--- src/rtl/debouncer_bank.sv ---
// debouncer_bank: per-channel synchroniser + lockout or integrate filter with level, rise/fall strobes, busy.
// Latency SYNC_STAGES+1 edges (lockout) or SYNC_STAGES+CLK_WAIT edges (integrate); no backpressure, outputs free-running.

module debounce_chan #(
   parameter int CLK_WAIT    = 25000000,
   parameter int SYNC_STAGES = 2,
   parameter int MODE        = 0
) (
   input  logic i_clk,
   input  logic i_rst_n,
   input  logic button,
   output logic signal,
   output logic rise,
   output logic fall,
   output logic busy
);
   localparam int CW = $clog2(CLK_WAIT + 1);
   localparam logic [CW-1:0] LAST = CW'(CLK_WAIT - 1);
   localparam logic [CW-1:0] ONE  = CW'(1);

   typedef enum logic [1:0] {ST_IDLE, ST_LOCK, ST_INTEG} state_t;

   logic [SYNC_STAGES-1:0] sync_sh;
   logic                   sync;
   state_t                 state, state_nxt;
   logic [CW-1:0]          count, count_nxt;
   logic                   signal_nxt, rise_nxt, fall_nxt;

   always_ff @(posedge i_clk or negedge i_rst_n) begin
      if (!i_rst_n) sync_sh <= '0;
      else          sync_sh <= {sync_sh[SYNC_STAGES-2:0], button};
   end

   assign sync = sync_sh[SYNC_STAGES-1];

   always_ff @(posedge i_clk or negedge i_rst_n) begin
      if (!i_rst_n) begin
         state  <= ST_IDLE;
         count  <= '0;
         signal <= 1'b0;
         rise   <= 1'b0;
         fall   <= 1'b0;
         busy   <= 1'b0;
      end else begin
         state  <= state_nxt;
         count  <= count_nxt;
         signal <= signal_nxt;
         rise   <= rise_nxt;
         fall   <= fall_nxt;
         busy   <= (state_nxt != ST_IDLE);
      end
   end

   always_comb begin
      state_nxt  = state;
      count_nxt  = count;
      signal_nxt = signal;
      rise_nxt   = 1'b0;
      fall_nxt   = 1'b0;
      if (MODE == 0) begin
         // Follow the first change at once, then ignore the input for CLK_WAIT cycles.
         case (state)
            ST_LOCK: begin
               if (count == LAST) begin
                  state_nxt = ST_IDLE;
                  count_nxt = '0;
               end else begin
                  count_nxt = count + ONE;
               end
            end
            default: begin
               if (sync != signal) begin
                  signal_nxt = sync;
                  count_nxt  = '0;
                  state_nxt  = ST_LOCK;
                  rise_nxt   = sync;
                  fall_nxt   = ~sync;
               end
            end
         endcase
      end else begin
         // Any sample that agrees with the output restarts the integration.
         if (sync == signal) begin
            count_nxt = '0;
         end else if (count == LAST) begin
            signal_nxt = sync;
            count_nxt  = '0;
            rise_nxt   = sync;
            fall_nxt   = ~sync;
         end else begin
            count_nxt = count + ONE;
         end
         state_nxt = (count_nxt != '0) ? ST_INTEG : ST_IDLE;
      end
   end
endmodule

module debouncer_bank #(
   parameter int CHANNELS    = 4,
   parameter int CLK_WAIT    = 25000000,
   parameter int SYNC_STAGES = 2,
   parameter int MODE        = 0
) (
   input  logic                i_clk,
   input  logic                i_rst_n,
   input  logic [CHANNELS-1:0] button,
   output logic [CHANNELS-1:0] signal,
   output logic [CHANNELS-1:0] rise,
   output logic [CHANNELS-1:0] fall,
   output logic [CHANNELS-1:0] busy
);
   for (genvar n = 0; n < CHANNELS; n++) begin : g_chan
      debounce_chan #(
         .CLK_WAIT   (CLK_WAIT),
         .SYNC_STAGES(SYNC_STAGES),
         .MODE       (MODE)
      ) u_chan (
         .i_clk  (i_clk),
         .i_rst_n(i_rst_n),
         .button (button[n]),
         .signal (signal[n]),
         .rise   (rise[n]),
         .fall   (fall[n]),
         .busy   (busy[n])
      );
   end
endmodule

--- config.mk ---
export PLATFORM = sky130hd
export DESIGN_NAME = debouncer_bank
export DESIGN_NICKNAME = d
export VERILOG_FILES = /design/src/rtl/debouncer_bank.sv
export SDC_FILE = /design/constraint.sdc
export NUM_CORES = 1
export LEC_CHECK = 0
export CAP_MARGIN = 0
export CORE_ASPECT_RATIO = 1.25
export CORE_MARGIN = 5
export CORE_UTILIZATION = 35
export CTS_CLUSTER_DIAMETER = 120
export DETAILED_ROUTE_END_ITERATION = 6
export PLACE_DENSITY = 0.56
export SYNTH_ARGS = -nofsm -noshare
export SYNTH_HDL_FRONTEND = slang
export SYNTH_SLANG_ARGS = --single-unit
export TNS_END_PERCENT = 10
--- constraint.sdc ---
create_clock -name i_clk -period 3.4 [get_ports i_clk]
set_clock_uncertainty 0.15 [all_clocks]
set_input_delay 0.34 -clock i_clk [delete_from_list [all_inputs] [get_ports i_clk]]
set_output_delay 0.34 -clock i_clk [all_outputs]
set_load 0.01 [all_outputs]
Word-level counts from Yosys, hierarchy flattened. Cells that the tools add are included. W data, S select, Z words.

Output and inout port bits: 16. Memories: 0. Bits in latches: 0. Bits in read-only memories: 0. Memory bits (writable): 0. Bits in registers: 132.

Add/sub/neg operators: 4. Multipliers: 0. Bitwise logic cells: 8. Divide/modulo/power cells: 0. Muxes and demuxes: 40. Reductions and logical operators: 12. Eq/ne operators: 12. Shifts and indexed selects: 0. Magnitude comparators: 0.

Operator list (count): $mux W25 (12); $add A25 B1 Y25 const B (4); $eq A25 B25 Y1 const B (4); $mux W2 (12); $mux W1 (16); $reduce_bool A2 Y1 (8); $eq A2 B1 Y1 const B (4); $not A1 Y1 (8); $reduce_and A2 Y1 (4); $ne A1 B1 Y1 (4).

Longest topological paths before layout. Gate-level depths: netlist of run 1.

Depth after elaboration: 4. Depth in mapped cells: 8. Depth with buffers taken out: 6.

Hierarchy. From an unflattened synthesis of run 1, not the netlist that was laid out.

Cell total of the unflattened synthesis: 768. Area total of the unflattened synthesis: 7191.9 sq um.

By module, submodules not included: debounce_chan (times used 4, cells each 192, area an instance 1798.0 sq um).

Least setup slack after synthesis of run 1. OpenSTA, ideal clock, no wires.

Path type: register to register. Start point: register g_chan[2].u_chan.count[15]. End point: register g_chan[2].u_chan.count[20]. Arrival: 2.389 ns. Library setup time: 0.124 ns. Cell stages (with the launch flop): 8. Path slack: 0.737 ns. Period minus slack after synthesis: 2.663 ns. Path buffers: 2. Path through: dfrtp_1 > buf_6 > or4b_1 > or4_4 > o41a_4 > buf_6 > a32oi_1 > nand2_1.

Word-level cells in the longest chain between the ends: 3. Elaborated cells between the ends (all ways): 4. Classes of those cells: add/sub (1); eq/ne (1); mux (2).

Ends and longest elaborated chain: start, declared (line 26) `logic [CW-1:0] count, count_nxt;`; start signal, assigned (line 46) `count <= count_nxt;`; $add A25 B1 Y25 / $eq A25 B25 Y1 (equally long branches) (line 68, 64); $mux W25 * (line 64) `if (count == LAST) begin`; $mux W25 * (line 62) `case (state)`.

Every way passes the cells marked *; elsewhere a longest branch is shown, timed or not. A chain may end at the register's enable or synchronous reset.

Final worst setup path of run 1.
Start point: register g_chan[2].u_chan.count[15]. End point: register g_chan[2].u_chan.count[3].

Word-level cells in the longest chain between the ends: 3.

Ends and longest elaborated chain (line): $eq A25 B25 Y1 (64); $mux W25 (64); $mux W25 (62).

Every way passes these cells.

==> results of run 1 <==
## cells by family (layout without fill, tap and decap cells)
logic type | after synthesis | after routing
muxes | 7 | 7
and+or+nand+nor | 312 | 312
adders and majority gates | 12 | 12
buffers and inverters | 78 | 90
DFF | 132 | 132
AOI/OAI and AO/OA | 222 | 222
## per-layer routing
layer / vias to the layer above / part of all wire
li1: 2867 / -
met2: 95 / 0.48
met4: 0 / 0.019
met1: 2779 / 0.47
met5: - / 0
met3: 24 / 0.029
## critical path: stages (launching register included)
cell and delay [ns]:
dfrtp_1 0.46, or4b_1 0.54, or4_4 0.52, o41a_4 0.67, a41oi_1 0.28, a31oi_1 0.06
## worst min path at each step
stage / start / depth (start not counted) / endpoint / slack, ns
final: g_chan[3].u_chan.sync_sh[0] / 0 / g_chan[3].u_chan.sync_sh[1] / 0.20
after global routing: button[0] / 1 / g_chan[0].u_chan.sync_sh[0] / 0.20
after CTS: button[2] / 1 / g_chan[2].u_chan.sync_sh[0] / 0.19
after detailed placement: g_chan[3].u_chan.sync_sh[0] / 0 / g_chan[3].u_chan.sync_sh[1] / 0.18
after global placement: g_chan[2].u_chan.sync_sh[0] / 0 / g_chan[2].u_chan.sync_sh[1] / 0.18
after floorplan: i_rst_n / 0 / g_chan[0].u_chan.busy / -0.11
## registers in the layout, summed over array words and instances, names as in the netlist
name,count
g_chan.u_chan.busy,4
g_chan.u_chan.signal,4
g_chan.u_chan.fall,4
g_chan.u_chan.count,100
g_chan.u_chan.rise,4
g_chan.u_chan.state,8
g_chan.u_chan.sync_sh,8
## power by group through the flow
stage / Sequential [mW] / Combinational [mW] / Clock (mW)
3_5_place_dp: 2.02 / 0.545 / 0
4_1_cts: 1.99 / 0.549 / 1.69
2_1_floorplan: 1.95 / 0.437 / 0
6_report: 2.00 / 0.538 / 1.64
5_1_grt: 2.03 / 0.629 / 1.75
3_3_place_gp: 2.02 / 0.533 / 0
## final cells by class
type	count	area (µm²)
Sequential cell	132	3300
Multi-Input combinational cell	553	3350
Inverter	29	109
Tap cell	270	338
Clock buffer	22	484
Timing Repair Buffer	34	312
Fill cell	1972	12000
Clock inverter	5	30.0
## through the flow
stage | std cells | hold WS [ns] | worst slack, ns | cell area (µm²) | util
after floorplan | 763 | -0.106 | 0.737 | 7020 | -
after global placement | 1017 | 0.184 | 0.619 | 7400 | 0.371
after detailed placement | 1017 | 0.185 | 0.595 | 7400 | 0.371
after CTS | 1045 | 0.188 | 0.584 | 7930 | 0.397
after global routing | 1045 | 0.204 | 0.521 | 7930 | 0.397
final | 1045 | 0.197 | 0.574 | 7930 | 0.397
## cells in the final DEF, fill, tap and decap left out, drive strengths merged, types with 5 or more instances in the layout
cell type	count
nor2	30
and3	12
nand4	32
inv	29
and4	11
o211ai	6
o21ai	45
o31ai	9
or3	11
nor3	14
dfrtp	132
mux2i	5
nand3b	5
or2	8
nand3	38
nor4	16
a32oi	6
and2	21
nand2b	13
a22o	5
a21oi	65
a31oi	50
a221o	5
nor2b	8
ha	12
clkbuf	22
nand2	78
buf	13
a41oi	9
clkdlybuf4s50	20
==> metrics.txt, run 1 <==
Synth Area in Simple Gates 0.242; multiplexer share of the synthesized area 0.0103; ys flop type dfrtp_1; Cell Int Power 2.99 mW; grt met3 use 0.0263; Starting Density 0.352; Syn-to-layout area delta 12.9%; Slew HR 0.424; CP startpoint g_chan[2].u_chan.count[15]; MaxCap Viol Count 0; met2 usage 0.230; Tightest Pin Transition 0.864 ns; number of synthesized flops with an enable pin 0; CTS clock-pin slew for the worst setup and hold paths 0.06 ns; sequential-to-total area share from yosys stat 0.470; input/output buffers 21; Required @ worst endpoint 3.53 ns; area share of the leading cell type in the synthesized netlist 0.470; routed via count 5765; die height 168 µm; final wirelength 15400 µm; RSZ-0062 raised after global routing false; total track usage 0.144; Post CTS Setup Buffer Count 0; XOR/XNOR share of the synthesized area 0; fmax 354 MHz; maximum VDD drop 0.000307 V; vias per inst 5.52; maximum number of pins on one net before global-route repair 66; vias in the first global route 5458; Worst R2R Setup Slack 0.57 ns; CTS Sinks 132; clock buffer depth 2; CTS H-tree depth 4; layer with the highest usage met2; Setup Viol. Count Final 0; Setup TNS 0 ns; largest family of logic cells by synthesized area simple AND/OR/NAND/NOR gates; cell with the most instances after synthesis dfrtp_1; RR Endpoint g_chan[2].u_chan.count[3]; leakage power 3.35 nW; Core ar. 0.0200 mm²; Hold Path Class reg -> reg; cts hold-fix bufs 1; Mapped Cells 763; Compound-Gate Fraction of Synth Area 0.201; sequential share of power 0.479; NetSw 1.18 mW; Slew Viols, Final 0; RD Place Congestion 0.759; logic gate share of total power 0.129; Critical Path AT 2.96 ns; Yosys reg bits 132; clock share of power 0.393; post-detailed-route count of antenna-violating nets 0; Avg Inst Size Synth 9.20 µm²; Async S/R FF share, synth 1.00; met1 Usage GRT 0.190; total power 4.18 mW; WS Path Type reg -> reg; Avg WL per Cell 14.7 µm; nets 785; Synth Warn # 0; status finished, final reports clean; num ports 22; Yosys top cell by area dfrtp_1; Worst R2R Start g_chan[2].u_chan.count[15]; distinct cell type count after synthesis 60; layout cells sized above 1 0.0723; final critical-path required period 2.83 ns; first-pass GRT wire length 27000 µm; syn nets 781; dpl hpwl 10300 µm; Hold Vio Cnt, Final 0; Antenna Cells 0; total CTS buffers 17; Adder-Cell Fraction of Synth Area 0.0214; grt ovf 0; synthesized cell area 0.00702 mm²; TritonCTS clock tree done; Root Driver clkbuf_16; initial antenna violation count 0; DRC marker count from the first detailed-route iteration 419; FF-to-FF path depth 5; synth cell count leaders dfrtp_1, nand2_1, a21oi_1, a31oi_1, nand3_1; crit path max fanout 34; DR pass1 iterations 6; Residual DRC 0; CP startpoint kind flip-flop; Synth area leaders dfrtp_1, a21oi_1, a31oi_1; Die W 137 µm; total die area 0.0230 mm²; post_cts resized 0; Setup crit end g_chan[2].u_chan.count[3]; switching share of total power 0.284; Clk Latency, worst-skew pair 0.42 ns; period utilization 0.831; Pwr Density 527 mW/mm²; Setup crit end kind flip-flop; Row Count 58
(Power assumes the default switching activity.)
==> run 2, diff against run 1 <==
Clock period 3.4 ns to 2.84 ns, I/O delays scaled along.
==> run 2 against run 1 <==
Sequential share of layout area down 0.93 points. Clock power up 30%. Via count up 0.56%. Largest cell class unchanged. Largest power group unchanged. Combinational power up 27%. Critical path depth unchanged. Hold slack worse by 0.040 ns. Maximum frequency up 3.9%. Highest routed layer unchanged. Sequential power up 19%. Setup slack worse by 0.45 ns.
==> metrics.txt, run 2 (synthesized netlist as in run 1, its figures left out) <==
status finished, final reports clean; worst path cell trace or4b_1, or4_4, o41a_4, a41oi_1, a31oi_1; Worst R2R Setup Slack 0.12 ns; final wirelength 15700 µm; CTS clock-pin slew for the worst setup and hold paths 0.06 ns; vias in the first global route 5477; Antenna Cells 0; post-detailed-route count of antenna-violating nets 0; max reg flops 100; Syn-to-layout area delta 15.4%; Worst R2R Start g_chan[2].u_chan.count[6]; RR Endpoint g_chan[2].u_chan.count[3]; initial antenna violation count 0; Tightest Pin Transition 0.858 ns; WS Path Type reg -> reg; Slew Viols, Final 0; Residual DRC 0; vias per inst 5.45; Post CTS Setup Buffer Count 0; top flop regs g_chan.u_chan.count x100, g_chan.u_chan.state x8, g_chan.u_chan.sync_sh x8; RSZ-0062 raised after global routing false; leakage power 3.46 nW; crit-path max cell delay 0.65 ns; first-pass GRT wire length 26900 µm; commonest cells after routing, fill and taps aside dfrtp_1, nand2_1, a21oi_1, a31oi_1, nand3_1; fillcell total 1995; CP delay by family, top simple AND/OR/NAND/NOR gates; nets 799; TritonCTS clock tree done; Clk Latency, worst-skew pair 0.42 ns; die height 168 µm; Top reg by flops g_chan.u_chan.count; final worst slack 0.121 ns; total track usage 0.144; most common cell after layout, fill and taps aside dfrtp_1; critical path depth 5; CTS Sinks 132; input/output buffers 21; Root Driver clkbuf_16; CP startpoint g_chan[2].u_chan.count[6]; DRC marker count from the first detailed-route iteration 429; DR pass1 iterations 5; Die W 137 µm; FF+latch area 0.00330 mm²; MaxCap Viol Count 0; Starting Density 0.352; Core ar. 0.0200 mm²; routed via count 5797; Hold Path Class in -> reg; Setup crit end kind flip-flop; CTS H-tree depth 4; Row Count 58; CP startpoint kind flip-flop; maximum VDD drop 0.000420 V; Setup TNS 0 ns; dpl hpwl 10700 µm; Hold Vio Cnt, Final 0; Required @ worst endpoint 2.97 ns; fmax 368 MHz; grt ovf 0; Critical Path AT 2.85 ns; crit path max fanout 34; Avg WL per Cell 14.8 µm; layout cells sized above 1 0.0945; CP max stage cell o41a_4; post_cts resized 0; Buf+Inv Stages, Crit Path 0; Setup Slack @ Placement 0.0927 ns; Setup crit end g_chan[2].u_chan.count[3]; final critical-path required period 2.72 ns; Setup Viol. Count Final 0; FF-to-FF path depth 5; Slew HR 0.428; total die area 0.0230 mm²; num ports 22; clock buffer depth 2; Pwr Density 642 mW/mm²; RD Place Congestion 0.764; maximum number of pins on one net before global-route repair 73; period utilization 0.958; Multi-input gate area 0.00335 mm²; total CTS buffers 17
## run 2: repair_timing
| item | in CTS | in global routing |
|---|---|---|
| setup endpoints to repair | 0 | 1 |
| hold buffers | 1 | 0 |
| hold endpoints to repair | 67 | 0 |
## run 2: worst register-to-register path: stages (launching register included)
cell     delay [ns]
dfrtp_1        0.42
or4b_1         0.48
or4_4          0.55
o41a_4         0.65
a41oi_1        0.29
a31oi_1        0.05
## run 2: metrics by stage
| step | cell area (µm²) | hold WS [ns] | total power, mW | utilization | cells |
|---|---|---|---|---|---|
| final | 8110 | 0.157 | 5.20 | 0.406 | 1064 |
| after global routing | 8110 | 0.148 | 5.51 | 0.406 | 1064 |
| after CTS | 8110 | 0.141 | 5.26 | 0.406 | 1064 |
| after detailed placement | 7520 | 0.186 | 3.09 | 0.377 | 1031 |
| after global placement | 7520 | 0.183 | 3.08 | 0.377 | 1031 |
| after floorplan | 7020 | -0.162 | 2.85 | - | 763 |
## run 2: per-layer routing
metal / global-route usage / routed length (µm) / vias up / share of wire
met4: 0.0447 / 194 / 0 / 0.012
met3: 0.0341 / 515 / 11 / 0.033
met5: 0 / 0 / - / 0
met1: 0.188 / 7400 / 2813 / 0.47
met2: 0.235 / 7620 / 88 / 0.48
li1: - / - / 2885 / -
## run 2: worst min-delay path by stage
stage                                             end                        start  cells after the start  slack (ns)
after floorplan                 g_chan[0].u_chan.busy                      i_rst_n                      0       -0.16
after global placement    g_chan[2].u_chan.sync_sh[1]  g_chan[2].u_chan.sync_sh[0]                      0        0.18
after detailed placement  g_chan[1].u_chan.sync_sh[1]  g_chan[1].u_chan.sync_sh[0]                      0        0.19
after CTS                 g_chan[2].u_chan.sync_sh[0]                    button[2]                      1        0.14
after global routing      g_chan[0].u_chan.sync_sh[0]                    button[0]                      1        0.15
final                     g_chan[2].u_chan.sync_sh[0]                    button[2]                      1        0.16
## run 2: where the power goes
part / total (mW) / internal [mW] / switching (mW)
clock network: 2.14 / 1.31 / 0.834
logic: 0.682 / 0.321 / 0.361
registers: 2.38 / 2.10 / 0.275
total: 5.20 / 3.73 / 1.47
## run 2: final cells by class
type                            count  share of cell area
Clock buffer                       19              0.0546
Sequential cell                   132               0.407
Inverter                           29              0.0134
Timing Repair Buffer               48              0.0529
Clock inverter                     13              0.0165
Multi-Input combinational cell    553               0.413
Tap cell                          270              0.0417
